--- src/rtl/fft16_pkg.sv ---
// ----------------------------------------------------------------------------
// fft16_pkg: shared types, sizes and bit-reversal helper for the FFT16 sequencer. Rev 1.0
// ----------------------------------------------------------------------------
`default_nettype none

package fft16_pkg;

  localparam int N     = 16;
  localparam int LOG2N = 4;
  localparam int TW_W  = 3;

  typedef enum logic [1:0] {
    ST_LOAD    = 2'd0,
    ST_COMPUTE = 2'd1,
    ST_DRAIN   = 2'd2,
    ST_UNLOAD  = 2'd3
  } state_t;

  function automatic logic [LOG2N-1:0] bitrev4(input logic [LOG2N-1:0] a);
    return {a[0], a[1], a[2], a[3]};
  endfunction

endpackage

`default_nettype wire

--- src/rtl/fft16_addr_gen.sv ---
// ----------------------------------------------------------------------------
// fft16_addr_gen: (stage, butterfly k) -> RAM pair addresses and twiddle index. Rev 1.0
// ----------------------------------------------------------------------------
`default_nettype none

module fft16_addr_gen
  import fft16_pkg::*;
(
  input  logic [1:0]       stage,
  input  logic [2:0]       k,
  output logic [LOG2N-1:0] addr_m,
  output logic [LOG2N-1:0] addr_n,
  output logic [TW_W-1:0]  tw_index
);

  logic [LOG2N-1:0] kx;
  logic [LOG2N-1:0] h;
  logic [LOG2N-1:0] g;
  logic [LOG2N-1:0] p;

  // h = pair distance, g = group number, p = position within the group
  always_comb begin
    kx       = {1'b0, k};
    h        = 4'd1 << stage;
    g        = kx >> stage;
    p        = kx & (h - 4'd1);
    addr_m   = ((g << stage) << 1) + p;
    addr_n   = addr_m + h;
    tw_index = p[TW_W-1:0] << (2'd3 - stage);
  end

endmodule

`default_nettype wire

--- src/rtl/fft16_ctrl.sv ---
// ----------------------------------------------------------------------------
// fft16_ctrl: 16-point radix-2 DIT FFT sequencer (load / compute / drain / unload). Rev 1.0
// ----------------------------------------------------------------------------
`default_nettype none

module fft16_ctrl
  import fft16_pkg::*;
#(
  parameter int PIPE_LAT = 2
) (
  input  logic             clk,
  input  logic             rst,
  input  logic             in_valid,
  output logic             in_ready,
  output logic             rd_en,
  output logic [LOG2N-1:0] rd_addr_m,
  output logic [LOG2N-1:0] rd_addr_n,
  output logic [TW_W-1:0]  tw_index,
  output logic             wr_en,
  output logic             wr_src,
  output logic [LOG2N-1:0] wr_addr_m,
  output logic [LOG2N-1:0] wr_addr_n,
  output logic             out_valid,
  output logic             out_last,
  output logic             busy,
  output logic             done
);

  state_t           state;
  state_t           state_nx;
  logic [3:0]       cnt;
  logic [1:0]       stage;
  logic [2:0]       drain_cnt;
  logic             drain_last;
  logic             issue;

  logic [LOG2N-1:0] gen_m;
  logic [LOG2N-1:0] gen_n;
  logic [TW_W-1:0]  gen_tw;

  logic [LOG2N-1:0] hold_rd_m;
  logic [LOG2N-1:0] hold_rd_n;
  logic [TW_W-1:0]  hold_tw;
  logic [LOG2N-1:0] hold_wr_m;
  logic [LOG2N-1:0] hold_wr_n;

  logic [PIPE_LAT-1:0] pipe_v;
  logic [LOG2N-1:0]    pipe_m [PIPE_LAT];
  logic [LOG2N-1:0]    pipe_n [PIPE_LAT];

  fft16_addr_gen u_addr_gen (
    .stage    (stage),
    .k        (cnt[2:0]),
    .addr_m   (gen_m),
    .addr_n   (gen_n),
    .tw_index (gen_tw)
  );

  assign drain_last = (drain_cnt == 3'(PIPE_LAT - 1));
  assign issue      = rd_en && (state == ST_COMPUTE);
  assign done       = out_last;

  always_ff @(posedge clk or posedge rst) begin
    if (rst) state <= ST_LOAD;
    else     state <= state_nx;
  end

  always_comb begin
    state_nx  = state;
    in_ready  = 1'b0;
    busy      = 1'b0;
    rd_en     = 1'b0;
    rd_addr_m = hold_rd_m;
    rd_addr_n = hold_rd_n;
    tw_index  = hold_tw;
    wr_en     = 1'b0;
    wr_src    = 1'b0;
    wr_addr_m = hold_wr_m;
    wr_addr_n = hold_wr_n;
    case (state)
      ST_LOAD: begin
        in_ready = 1'b1;
        if (in_valid) begin
          wr_en     = 1'b1;
          wr_addr_m = bitrev4(cnt);
          if (cnt == 4'd15) state_nx = ST_COMPUTE;
        end
      end
      ST_COMPUTE: begin
        busy      = 1'b1;
        rd_en     = 1'b1;
        rd_addr_m = gen_m;
        rd_addr_n = gen_n;
        tw_index  = gen_tw;
        if (cnt[2:0] == 3'd7) state_nx = ST_DRAIN;
      end
      ST_DRAIN: begin
        busy = 1'b1;
        if (drain_last) state_nx = (stage == 2'd3) ? ST_UNLOAD : ST_COMPUTE;
      end
      ST_UNLOAD: begin
        busy = 1'b1;
        // out_last marks the trailing cycle where the final sample is presented
        if (out_last) begin
          state_nx = ST_LOAD;
        end else begin
          rd_en     = 1'b1;
          rd_addr_m = cnt;
        end
      end
      default: state_nx = ST_LOAD;
    endcase
    // Write-back port is owned by the delay line; it is empty outside COMPUTE/DRAIN
    if (pipe_v[PIPE_LAT-1]) begin
      wr_en     = 1'b1;
      wr_src    = 1'b1;
      wr_addr_m = pipe_m[PIPE_LAT-1];
      wr_addr_n = pipe_n[PIPE_LAT-1];
    end
  end

  always_ff @(posedge clk or posedge rst) begin
    if (rst) begin
      cnt       <= '0;
      stage     <= '0;
      drain_cnt <= '0;
    end else begin
      case (state)
        ST_LOAD: begin
          if (in_valid) cnt <= cnt + 4'd1;
        end
        ST_COMPUTE: begin
          drain_cnt <= '0;
          cnt       <= (cnt[2:0] == 3'd7) ? 4'd0 : cnt + 4'd1;
        end
        ST_DRAIN: begin
          drain_cnt <= drain_cnt + 3'd1;
          if (drain_last) begin
            drain_cnt <= '0;
            cnt       <= '0;
            if (stage != 2'd3) stage <= stage + 2'd1;
          end
        end
        ST_UNLOAD: begin
          if (rd_en) cnt <= cnt + 4'd1;
          if (out_last) stage <= '0;
        end
        default: ;
      endcase
    end
  end

  always_ff @(posedge clk or posedge rst) begin
    if (rst) begin
      out_valid <= 1'b0;
      out_last  <= 1'b0;
    end else begin
      out_valid <= rd_en && (state == ST_UNLOAD);
      out_last  <= rd_en && (state == ST_UNLOAD) && (cnt == 4'd15);
    end
  end

  always_ff @(posedge clk or posedge rst) begin
    if (rst) begin
      hold_rd_m <= '0;
      hold_rd_n <= '0;
      hold_tw   <= '0;
      hold_wr_m <= '0;
      hold_wr_n <= '0;
    end else begin
      if (rd_en) begin
        hold_rd_m <= rd_addr_m;
        hold_rd_n <= rd_addr_n;
        hold_tw   <= tw_index;
      end
      if (wr_en) begin
        hold_wr_m <= wr_addr_m;
        hold_wr_n <= wr_addr_n;
      end
    end
  end

  // Butterfly read-to-write delay line
  always_ff @(posedge clk or posedge rst) begin
    if (rst) begin
      for (int i = 0; i < PIPE_LAT; i++) begin
        pipe_v[i] <= 1'b0;
        pipe_m[i] <= '0;
        pipe_n[i] <= '0;
      end
    end else begin
      pipe_v[0] <= issue;
      pipe_m[0] <= rd_addr_m;
      pipe_n[0] <= rd_addr_n;
      for (int i = 1; i < PIPE_LAT; i++) begin
        pipe_v[i] <= pipe_v[i-1];
        pipe_m[i] <= pipe_m[i-1];
        pipe_n[i] <= pipe_n[i-1];
      end
    end
  end

endmodule

`default_nettype wire

--- config.mk ---
export PLATFORM = sky130hd
export DESIGN_NAME = fft16_ctrl
export DESIGN_NICKNAME = d
export VERILOG_FILES = /design/src/rtl/fft16_pkg.sv /design/src/rtl/fft16_addr_gen.sv /design/src/rtl/fft16_ctrl.sv
export SDC_FILE = /design/constraint.sdc
export NUM_CORES = 1
export LEC_CHECK = 0
export BUFFER_PORTS_ARGS = -buffer_cell sky130_fd_sc_hd__buf_4
export CAP_MARGIN = 20
export CORE_ASPECT_RATIO = 1.25
export CORE_UTILIZATION = 57
export CTS_CLUSTER_DIAMETER = 120
export DETAILED_ROUTE_END_ITERATION = 6
export HOLD_SLACK_MARGIN = 0.06
export PLACE_DENSITY = 0.78
export SYNTH_ARGS = -nofsm -noshare
export SYNTH_HDL_FRONTEND = slang
export SYNTH_HIERARCHICAL = 1
export SYNTH_SLANG_ARGS = --single-unit
--- constraint.sdc ---
create_clock -name clk -period 2.9 [get_ports clk]
set_input_delay 0.145 -clock clk [delete_from_list [all_inputs] [get_ports clk]]
set_output_delay 0.145 -clock clk [all_outputs]
set_load 0.02 [all_outputs]
==> summary by stage <==
GRT
The number of antenna violations at the first check in global routing is 0. The first-pass GRT wire length is 6980 um. In the global route stage, overall resource usage came out at 21.4%. The via count of the first global-routing pass is 1523. The remaining global-route overflow is 0. Entering global routing, the biggest net connects 51 pins.

Drt
The total wirelength of the detailed-routed design is 4390 um. The detailed-route wire length per cell is 14.5 um. Dividing the detail-routed via count by the number of cells gives 5.36. The final route contains 1625 vias. After detailed routing, the number of remaining DRC violations is 0. The iteration count of the initial detailed-routing pass is 4. The first-iteration detailed-routing DRC count is 72.

The remaining antenna violation count is 0.

Clock network
The maximum buffer depth of the clock tree is 2. TritonCTS built the clock tree. The number of buffers inserted during clock tree synthesis is 5.

CTS saw 50 sinks. The insertion delay of the later-clocked pin in the worst-skew pair is 0.30 ns. Clock tree synthesis selected as its root buffer the cell sky130_fd_sc_hd__clkbuf_8. The maximum level of the CTS H-tree is 2.

The clock input transition at the sequential cells of the worst setup and hold paths is 0.09 ns.

Final layout
Leaving out filler cells and counting taps, the final layout contains 303. The total inserted antenna cells is 0. Fill cells in the final layout number 316. The total area of multi-input combinational cells is 1160 um2. The area growth from synthesis to layout is 19.7%. The register cell area after layout is 1250 um2.

The share of final-layout standard cells stronger than drive strength 1 is 36.4%. The net count reported at finish is 262.

STA
The final-layout worst hold slack is 0.349 ns. The highest attainable clock frequency is 0.340 GHz. Setup repair after global routing could not meet its margin everywhere. Adding up every negative setup slack in the final design gives -0.0389 ns. The final critical path takes up 101% of the cycle. Setup violations remaining at the end of the flow were counted as 1. The max-slew violation count is 0.

The shortest clock period the worst path allows after layout is 2.94 ns. The final count of hold timing violations is 0. The setup skew after layout is 0.00333 ns. Headroom to the max-slew limit came out at 59.3%. Across all setup checks in the final design, the least slack found is -0.0389 ns. At the pin with the least slew margin, the transition time is 0.610 ns.

Logic synthesis
The number of standard cells after synthesis is 210. Dividing the synthesized area by the synthesized cell count gives 11.7 um2. The top-area cell type share of the netlist area is 50.9%. Counting flops with a built-in enable in the synthesized netlist gives 0. The sequential share of the synthesized area is 50.9%. The number of nets handed over by synthesis was 226.

Yosys attributes the largest share of cell area to sky130_fd_sc_hd__dfrtp_1 51%, sky130_fd_sc_hd__mux2_2 12%, sky130_fd_sc_hd__ha_1 5.6%, sky130_fd_sc_hd__nand2_1 4.1%, sky130_fd_sc_hd__mux2i_1 2.9%. The top flip-flop cell by instance count after synthesis is sky130_fd_sc_hd__dfrtp_1. The cell accounting for the most synthesized area is sky130_fd_sc_hd__dfrtp_1. The distinct cell type count of the synthesized netlist is 44.

By count the netlist is led by 50 x sky130_fd_sc_hd__dfrtp_1, 27 x sky130_fd_sc_hd__mux2_2, 27 x sky130_fd_sc_hd__nand2_1. The number of warnings issued by yosys is 6. The number of synthesized register bits is 50. The most frequent cell after synthesis is sky130_fd_sc_hd__dfrtp_1. The mapped netlist covers 2460 um2. The fraction of registers with async set or reset after synthesis is 100%.

Placed design
The setup slack at placement is 0.117 ns. Summed over all nets, the half-perimeter wirelength after detailed placement is 3090 um. Routability-driven placement finished with a final weighted congestion of 0.825.

The placed cell count is 291. The count of buffers inserted at the top-level ports is 29.

Hold path
The type of the tightest min-delay check is in2async.

Pwr
The power density normalized to cell area is 417 nW/um2. In this run the static leakage power is 1.22 nW. The maximum ir drop on the vdd rail is 0.000282 V. After layout, the design draws a total of 1.23 mW.

Job
Max-cap violations in this run came to 0.

Floorplanning
The height of the die is 75.4 um. The die is 60.7 um wide. The area enclosed by the die boundary is 4580 um2.

The standard-cell row count is 26. For this design the top-level I/O count stands at 30. The region available for standard cell placement spans 4100 um2. The starting utilization of the core area is 60.0%.

Worst setup path
Walking the worst path, the cells encountered are nor2_4 -> and2_4 -> ha_4 -> inv_2 -> fa_1 -> inv_2 -> ha_4 -> a21oi_2 -> xnor3_1 -> mux2_4 -> buf_6. The largest stage delay on the critical path is 0.51 ns. STA classifies the critical path endpoint as a primary output.

The data arrival at the endpoint of the critical path is 2.79 ns. The path type of the worst setup path is reg2out. The kind of start point of the critical path is a flip-flop. The slowest library cell on the worst path is sky130_fd_sc_hd__fa_1. The data required time at the worst endpoint is 2.76 ns. Along the worst path, the maximum fanout reaches 5.

Outcome
The checks that failed: negative setup slack. The run finished, with violations left.
==> flip-flops by register name (all words and copies together) (netlist names) <==
name,cells
out_valid,1
hold_rd_m,4
pipe_n,8
pipe_m,8
cnt,4
stage,2
pipe_v,2
hold_tw,3
hold_rd_n,4
state,2
drain_cnt,3
hold_wr_m,4
hold_wr_n,4
done,1
==> final timing paths <==
| check | end | slack, ns | cells after the start | startpoint |
|---|---|---|---|---|
| setup / recovery | rd_addr_n[3] | -0.04 | 11 | stage[1] |
| hold / removal | hold_rd_n[3] | 0.35 | 3 | rst |
| setup reg to reg | hold_rd_n[3] | 0.32 | 11 | stage[1] |
| hold reg to reg | pipe_m[0] | 0.35 | 0 | pipe_m[4] |
| max in group asynchronous | stage[1] | 2.06 | 4 | rst |
| min in group clk | state[1] | 0.35 | 5 | in_valid |
==> stage by stage <==
step           util [%]  instance area, um2
2_1_floorplan         -                2460
3_3_place_gp       66.8                2740
3_5_place_dp       66.8                2740
4_1_cts            70.3                2880
5_1_grt            71.7                2940
6_report           71.7                2940
==> cells in the final DEF, fill, tap and decap left out, drive strengths merged, types with 2 or more instances in the layout <==
master  netlist  layout
buf           4      37
fa            2       2
a21boi        3       3
dfrtp        50      50
inv          10      10
and2          2       2
nand3         4       4
a22oi         4       4
a22o          3       3
clkbuf        5       6
ha           11      11
nand4         2       2
or2           2       2
nor2          4       4
o21ai        16      16
a21oi         4       4
nor2b         3       3
nand2b        4       4
nand2        27      27
mux2i         7       7
and2b         2       2
mux2         28      28
==> critical path, delay by kind of cell (launching register included) <==
family	cells	cell delay (ns)
compound gates	1	0.14
xor+xnor	1	0.25
fa+ha+maj	3	0.86
buf+inv	3	0.22
flops	1	0.45
mux	1	0.28
simple gates	2	0.30
==> report_power, final <==
part / internal [mW] / switching [mW]
Sequential: 0.702 / 0.00216
Clock: 0.257 / 0.227
Combinational: 0.0141 / 0.0225
==> routing by layer <==
layer  part of all wire, %  wire length, um  track usage (%)  vias to the layer above
li1                      -                -                -                      790
met1                    44             1910             25.8                      802
met2                    51             2250             36.5                       24
met3                   3.0              131             4.41                        9
met4                   2.1               91             10.4                        0
met5                     0                0                0                        -
==> area by class of cell <==
cell class | instances | share of cell area [%]
Clock buffer | 6 | 2.47
Clock inverter | 2 | 1.28
Inverter | 10 | 1.28
Multi-Input combinational cell | 141 | 39.6
Sequential cell | 50 | 42.6
Tap cell | 56 | 2.38
Timing Repair Buffer | 38 | 10.3
==> timing repair <==
item	CTS	global route
hold buffers	0	1
endpoints found under the setup margin	1	1
cloned	0	0
pin swaps	1	4
gates resized for setup	6	7
buffers inserted	1	1
hold endpoints to repair	0	13
==> logic make-up (layout without fill, tap and decap cells) <==
group | after synthesis | after routing | synth area share, %
AND/OR/NAND/NOR | 55 | 55 | 11.5
flip-flops | 50 | 50 | 50.9
multiplexers | 35 | 35 | 15.8
AO/OA/AOI/OAI | 34 | 34 | 9.32
buffers and inverters | 19 | 56 | 3.41
adder cells (fa/ha/maj) | 13 | 13 | 7.23
XOR/XNOR | 3 | 3 | 1.63
other | 1 | 1 | 0.153
Power figures use the tool's default switching activity.
